**config.mk**
```make
export PLATFORM = sky130hd
export DESIGN_NAME = shift_rot_flags_pipe
export DESIGN_NICKNAME = d
export VERILOG_FILES = /design/src/rtl/shift_rot_flags_pipe.sv
export SDC_FILE = /design/constraint.sdc
export NUM_CORES = 1
export LEC_CHECK = 0
export ABC_AREA = 1
export CORE_UTILIZATION = 25
export CTS_BUF_LIST = sky130_fd_sc_hd__clkbuf_4 sky130_fd_sc_hd__clkbuf_8
export CTS_CLUSTER_DIAMETER = 30
export CTS_CLUSTER_SIZE = 10
export DETAILED_ROUTE_END_ITERATION = 10
export GPL_TIMING_DRIVEN = 0
export PLACE_DENSITY = 0.5
export SLEW_MARGIN = 20
export SYNTH_ARGS = -nofsm -noshare
export SYNTH_HDL_FRONTEND = slang
export SYNTH_SLANG_ARGS = --single-unit
```
**constraint.sdc**
```tcl
create_clock -name clk -period 3.2 [get_ports clk]
set_clock_uncertainty 0.05 [all_clocks]
set_input_delay 0.32 -clock clk [delete_from_list [all_inputs] [get_ports clk]]
set_output_delay 0.32 -clock clk [all_outputs]
set_load 0.1 [all_outputs]
```
**src/rtl/shift_rot_flags_pipe.sv**
```systemverilog
// Two-stage shift/rotate unit with x86 flag generation.
// S1 computes the result and carry; S2 derives the remaining flags and the write masks.
module shift_rot_flags_pipe #(
  parameter int WIDTH = 32,
  parameter int CNT_W = $clog2(WIDTH)
) (
  input  logic             clk,
  input  logic             rst,
  input  logic             flush,
  input  logic             in_valid,
  output logic             in_ready,
  input  logic [2:0]       in_op,
  input  logic [1:0]       in_size,
  input  logic [WIDTH-1:0] in_a,
  input  logic [CNT_W-1:0] in_cnt,
  input  logic [3:0]       in_tag,
  output logic             out_valid,
  input  logic             out_ready,
  output logic [WIDTH-1:0] out_res,
  output logic [5:0]       out_flags,
  output logic [5:0]       out_flags_we,
  output logic [3:0]       out_tag
);

  localparam logic [2:0] OP_SHL = 3'd0;
  localparam logic [2:0] OP_SHR = 3'd1;
  localparam logic [2:0] OP_SAR = 3'd2;
  localparam logic [2:0] OP_ROL = 3'd3;
  localparam logic [2:0] OP_ROR = 3'd4;

  function automatic logic [6:0] size_bits(input logic [1:0] s);
    case (s)
      2'd0:    size_bits = 7'd8;
      2'd1:    size_bits = 7'd16;
      2'd2:    size_bits = 7'd32;
      default: size_bits = 7'd64;
    endcase
  endfunction

  function automatic logic [WIDTH-1:0] size_mask(input logic [1:0] s);
    case (s)
      2'd0:    size_mask = WIDTH'(8'hFF);
      2'd1:    size_mask = WIDTH'(16'hFFFF);
      2'd2:    size_mask = WIDTH'(32'hFFFF_FFFF);
      default: size_mask = '1;
    endcase
  endfunction

  // Stage 1 registers
  logic             s1_valid_reg;
  logic [WIDTH-1:0] s1_res_reg;
  logic             s1_cf_reg;
  logic             s1_amsb_reg;
  logic [2:0]       s1_op_reg;
  logic [1:0]       s1_size_reg;
  logic [3:0]       s1_tag_reg;
  logic             s1_nz_reg;

  logic             s2_adv;
  assign s2_adv   = !out_valid || out_ready;
  assign in_ready = !s1_valid_reg || s2_adv;

  // Stage 1 combinational datapath
  logic [1:0]       size_next;
  logic [2:0]       op_next;
  logic [5:0]       cnt_next;
  logic [6:0]       n_bits;
  logic [6:0]       rot;
  logic [6:0]       rot_c;
  logic [WIDTH-1:0] mask_in;
  logic [WIDTH-1:0] msb_in;
  logic [WIDTH-1:0] a_n;
  logic [WIDTH-1:0] a_sx;
  logic [WIDTH-1:0] rol_v;
  logic [WIDTH-1:0] ror_v;
  logic [WIDTH-1:0] res_next;
  logic [WIDTH:0]   shl_x;
  logic [WIDTH:0]   shr_x;
  logic [WIDTH:0]   sar_x;
  logic             sign_in;
  logic             cf_next;

  always_comb begin
    size_next = (in_size == 2'd3 && WIDTH != 64) ? 2'd2 : in_size;
    op_next   = (in_op > OP_ROR) ? OP_SHL : in_op;
    cnt_next  = 6'(in_cnt) & ((size_next == 2'd3) ? 6'h3F : 6'h1F);
    n_bits    = size_bits(size_next);
    mask_in   = size_mask(size_next);
    msb_in    = mask_in ^ (mask_in >> 1);
    a_n       = in_a & mask_in;
    sign_in   = |(a_n & msb_in);
    a_sx      = a_n | (sign_in ? ~mask_in : '0);
    // The extra bit below/above the operand catches the last bit shifted out.
    shl_x     = {1'b0, a_n} << cnt_next;
    shr_x     = {a_n, 1'b0} >> cnt_next;
    sar_x     = $unsigned($signed({a_sx, 1'b0}) >>> cnt_next);
    rot       = 7'(cnt_next) & (n_bits - 7'd1);
    rot_c     = n_bits - rot;
    rol_v     = (a_n << rot) | (a_n >> rot_c);
    ror_v     = (a_n >> rot) | (a_n << rot_c);
    case (op_next)
      OP_SHR: begin
        res_next = shr_x[WIDTH:1];
        cf_next  = shr_x[0];
      end
      OP_SAR: begin
        res_next = sar_x[WIDTH:1] & mask_in;
        cf_next  = sar_x[0];
      end
      OP_ROL: begin
        res_next = rol_v & mask_in;
        cf_next  = res_next[0];
      end
      OP_ROR: begin
        res_next = ror_v & mask_in;
        cf_next  = |(res_next & msb_in);
      end
      default: begin
        res_next = shl_x[WIDTH-1:0] & mask_in;
        cf_next  = |(shl_x & {msb_in, 1'b0});
      end
    endcase
  end

  // Stage 2 combinational flag generation
  logic [WIDTH-1:0] msb_s1;
  logic             res_msb;
  logic             res_msb2;
  logic             of_next;
  logic [5:0]       flags_next;
  logic [5:0]       we_next;

  always_comb begin
    msb_s1     = size_mask(s1_size_reg) ^ (size_mask(s1_size_reg) >> 1);
    res_msb    = |(s1_res_reg & msb_s1);
    res_msb2   = |(s1_res_reg & (msb_s1 >> 1));
    of_next    = 1'b0;
    flags_next = 6'b0;
    we_next    = 6'b0;
    if (s1_nz_reg) begin
      case (s1_op_reg)
        OP_ROL: begin
          flags_next = {res_msb ^ s1_cf_reg, 4'b0, s1_cf_reg};
          we_next    = 6'b100001;
        end
        OP_ROR: begin
          flags_next = {res_msb ^ res_msb2, 4'b0, s1_cf_reg};
          we_next    = 6'b100001;
        end
        default: begin
          if (s1_op_reg == OP_SHR)      of_next = s1_amsb_reg;
          else if (s1_op_reg == OP_SHL) of_next = res_msb ^ s1_cf_reg;
          flags_next = {of_next, res_msb, (s1_res_reg == '0), 1'b0,
                        ~^s1_res_reg[7:0], s1_cf_reg};
          we_next    = 6'b111111;
        end
      endcase
    end
  end

  always_ff @(posedge clk or posedge rst) begin
    if (rst) begin
      s1_valid_reg <= 1'b0;
      s1_res_reg   <= '0;
      s1_cf_reg    <= 1'b0;
      s1_amsb_reg  <= 1'b0;
      s1_op_reg    <= 3'd0;
      s1_size_reg  <= 2'd0;
      s1_tag_reg   <= 4'd0;
      s1_nz_reg    <= 1'b0;
      out_valid    <= 1'b0;
      out_res      <= '0;
      out_flags    <= 6'b0;
      out_flags_we <= 6'b0;
      out_tag      <= 4'd0;
    end else if (flush) begin
      s1_valid_reg <= 1'b0;
      out_valid    <= 1'b0;
    end else begin
      if (in_ready) begin
        s1_valid_reg <= in_valid;
        if (in_valid) begin
          s1_res_reg  <= res_next;
          s1_cf_reg   <= cf_next;
          s1_amsb_reg <= sign_in;
          s1_op_reg   <= op_next;
          s1_size_reg <= size_next;
          s1_tag_reg  <= in_tag;
          s1_nz_reg   <= (cnt_next != 6'd0);
        end
      end
      if (s2_adv) begin
        out_valid <= s1_valid_reg;
        if (s1_valid_reg) begin
          out_res      <= s1_res_reg;
          out_flags    <= flags_next;
          out_flags_we <= we_next;
          out_tag      <= s1_tag_reg;
        end
      end
    end
  end

endmodule

```
==> metrics.md <==
| Metric | Value |
|---|---|
| Synthesized area | `0.01310 sq mm` |
| Syn Inst Count | `2498` |
| Period utilisation layout | `0.9935` |
| Row count | `83` |
| Number of I/O pins | `101` |
| Placer Congestion | `1.041` |
| DIE WIDTH | `230.9 um` |
| Most frequent CP cell | `nand2_1` |
| Vias in the first global route | `17.82k` |
| DP Cell Count | `3277` |
| Starting Density | `0.2543` |
| Worst-margin pin slew | `1.133 ns` |
| DRT iter0 DRCs | `2555` |
| Final Power | `7.204 mW` |
| Setup tns final | `0 ns` |
| Yosys reg bits | `89` |
| Area Overhead vs Synth | `18.83%` |
| Final WS setup | `0.02066 ns` |
| Die height | `230.9 um` |
| CP Class | `primary input to flip-flop` |
| Area of placed instances | `0.01497 sq mm` |
| Dominant cells by area after synthesis | `nand2_1 29%, nand3_1 18%, dfrtp_1 17%` |
| Synth Area per Inst | `5.244 sq um` |
| Non-filler cells, final | `3298` |
| Final core utilization | `0.3022` |
| DIE AREA | `0.05331 sq mm` |
| Drt first pass iters | `8` |
| Post-synth cell types | `57` |
| Synth warnings | `0` |
| Crit path cell chain | `clkdlybuf4s50_1 -> inv_1 -> buf_2 -> buf_1 -> nand2_1 -> nand3_1 -> nand3_1 -> nand2_1 -> nand2_1 -> nand2_1 -> nand3_1 -> nor2_1 -> nor2_1` |
| Hold slack final | `0.3201 ns` |
| Routed len/inst | `32.42 um` |
| Final Critical Period | `3.179 ns` |
| P per Cell Area | `462.9 mW/mm^2` |
| Family with the most delay on the worst path | `buffers and inverters` |
| Fin area | `0.01556 sq mm` |
| Clock Sinks | `89` |
| Critical Path Slowest Stage Cell | `buf_1` |
| Critical path endpoint category | `flip-flop` |
| Highest ir drop seen on vdd | `0.1887 mV` |
| Clock tree buffer depth | `2` |
| Synth top cells by count | `1019 x nand2_1, 469 x nand3_1, 156 x inv_1` |
| Post-DP HPWL | `89.16 mm` |
| Async SR Flop Fraction | `1.000` |
| CTS buffer count | `9` |
| Layout cell share with drive strength beyond 1 | `0.1028` |
| Crit-path max cell delay | `0.71 ns` |
| Final setup viols | `0` |
| Overflow after GRT | `0` |
| CTS tree | `built` |
| Fmax | `314.5 MHz` |
| Final WL | `106.9 mm` |
| Largest area contributor in the synthesized netlist | `nand2_1` |
| Antenna Nets Post-Route | `0` |
| Largest net degree at the start of global routing | `47` |
| Later-pin clock latency in the skew report | `0.39 ns` |
| Post-route DRC | `0` |
| Root buffer cell | `clkbuf_8` |
| Clock-pin transition on the worst setup and hold timing paths | `0.10 ns` |
| Via count | `18.80k` |
| Crit start category | `primary input` |
| Outcome | `finished clean` |
| # hold bufs at CTS | `0` |
| First-pass GRT wire length | `145.7 mm` |
| Number of flops mapped to enable cells by yosys | `0` |
| Overall routing resource usage | `0.3967` |
| Seq/Total Area, Yosys | `0.1700` |
| Core area | `0.05151 sq mm` |
| Arrival @ worst endpoint | `3.39 ns` |
| FILL cells | `6173` |
| Vias per cell | `5.700` |
| Pre-CTS setup slack | `-1.454 ns` |
| Crit Path Max Fanout | `10` |
| Initial antenna violation count | `2` |
| CP required | `3.42 ns` |
| Syn Nets | `2554` |
| Fin nets | `2668` |
| Final Hold Violating Endpoints | `0` |
| H-tree depth | `3` |
| Hold crit path type | `primary input to async pin` |
| Max Transition Viols Final | `0` |
| Leak pwr | `7.816 nW` |
| Max cap viols | `0` |
| Most instantiated library cell after synthesis | `nand2_1` |
| IO Port Bufs | `98` |
| Ys flop type | `dfrtp_1` |
| WP buf/inv | `4` |
| Relative slew margins | `0.2420` |
| Top cell type's share of synthesized area | `0.2920` |
## where the power goes
group / internal (mW) / switching [mW]
Sequential: 1.33 / 0.120
Combinational: 1.14 / 3.77
Clock: 0.382 / 0.462
## cells in the final DEF (no fill, tap or decap), types with 8 or more instances in the layout
master	count
inv_1	155
nor2_2	10
clkbuf_1	34
a21oi_1	73
buf_6	10
nand4_1	14
clkbuf_4	10
o21ai_0	125
buf_1	21
o211ai_1	28
o22ai_1	10
nand3_2	9
nand2_1	1011
buf_2	54
dfrtp_1	89
a22oi_1	8
clkbuf_8	9
nor2_1	114
inv_2	22
nand3_1	460
o21ai_2	16
o21ai_1	58
nand2_4	8
nand2_2	35
clkbuf_2	13
a21oi_2	13
clkdlybuf4s50_1	95
buf_4	23
## worst register-to-register path, stage by stage, from the launching register on
cell and delay, ns:
dfrtp_1 0.39, inv_1 0.05, nor2_1 0.05, nand2_1 0.09
nand2_1 0.14, buf_2 0.27, nor2_1 0.64, buf_2 0.35
nand2_1 0.08, nand2_1 0.06
## cells by family after synthesis
family | Yosys count | share of synthesized area
buffers and inverters | 349 | 0.1168
and+or+nand+nor | 1690 | 0.5492
other | 1 | 0.0002863
AOI/OAI and AO/OA | 355 | 0.1520
xor gates and xnor gates | 6 | 0.004586
muxes | 3 | 0.002293
DFF | 89 | 0.1700
adders and majority gates | 5 | 0.004776
## routing by layer
layer / vias up / GRT usage / wire length, um
met5: - / 0 / 26
met4: 4 / 0.2523 / 8238
met3: 246 / 0.07349 / 9315
met2: 1171 / 0.6217 / 46470
met1: 8996 / 0.4984 / 42860
li1: 8383 / - / -
## final cells by class
class,count,area (sq um),share of cell area
flip-flops and latches,89,2227,0.1431
clock inverters,6,72.57,0.004662
plain buffers,163,903.4,0.05804
diodes,1,2.502,0.0001608
repair buffers,104,1071,0.06881
clock buffers,10,131.4,0.008441
multi-input cells,2060,9599,0.6167
inverters,185,706.9,0.04542
well taps,680,850.8,0.05466
## path summary, 6_finish.rpt
check                                        start                    endpoint  slack, ns  cells after the start
max                                      in_cnt[2]   s1_res_reg[1]$_DFFE_PP0P_       0.02                     13
min                                            rst      out_tag[3]$_DFFE_PP0P_       0.32                      2
max reg2reg                  out_valid$_DFFE_PP0P_  s1_res_reg[25]$_DFFE_PP0P_       0.96                      9
min reg2reg                out_res[28]$_DFFE_PP0P_     out_res[28]$_DFFE_PP0P_       0.44                      2
max in group asynchronous                      rst     out_res[16]$_DFFE_PP0P_       2.15                      3
min in group clk           out_res[28]$_DFFE_PP0P_     out_res[28]$_DFFE_PP0P_       0.44                      2
## timing repair
action                                  CTS  global route
pin swaps                                 3             4
buffers inserted                          3             2
endpoints found under the setup margin   33            32
gates resized for setup                  77            57
Power figures use the tool's default switching activity.
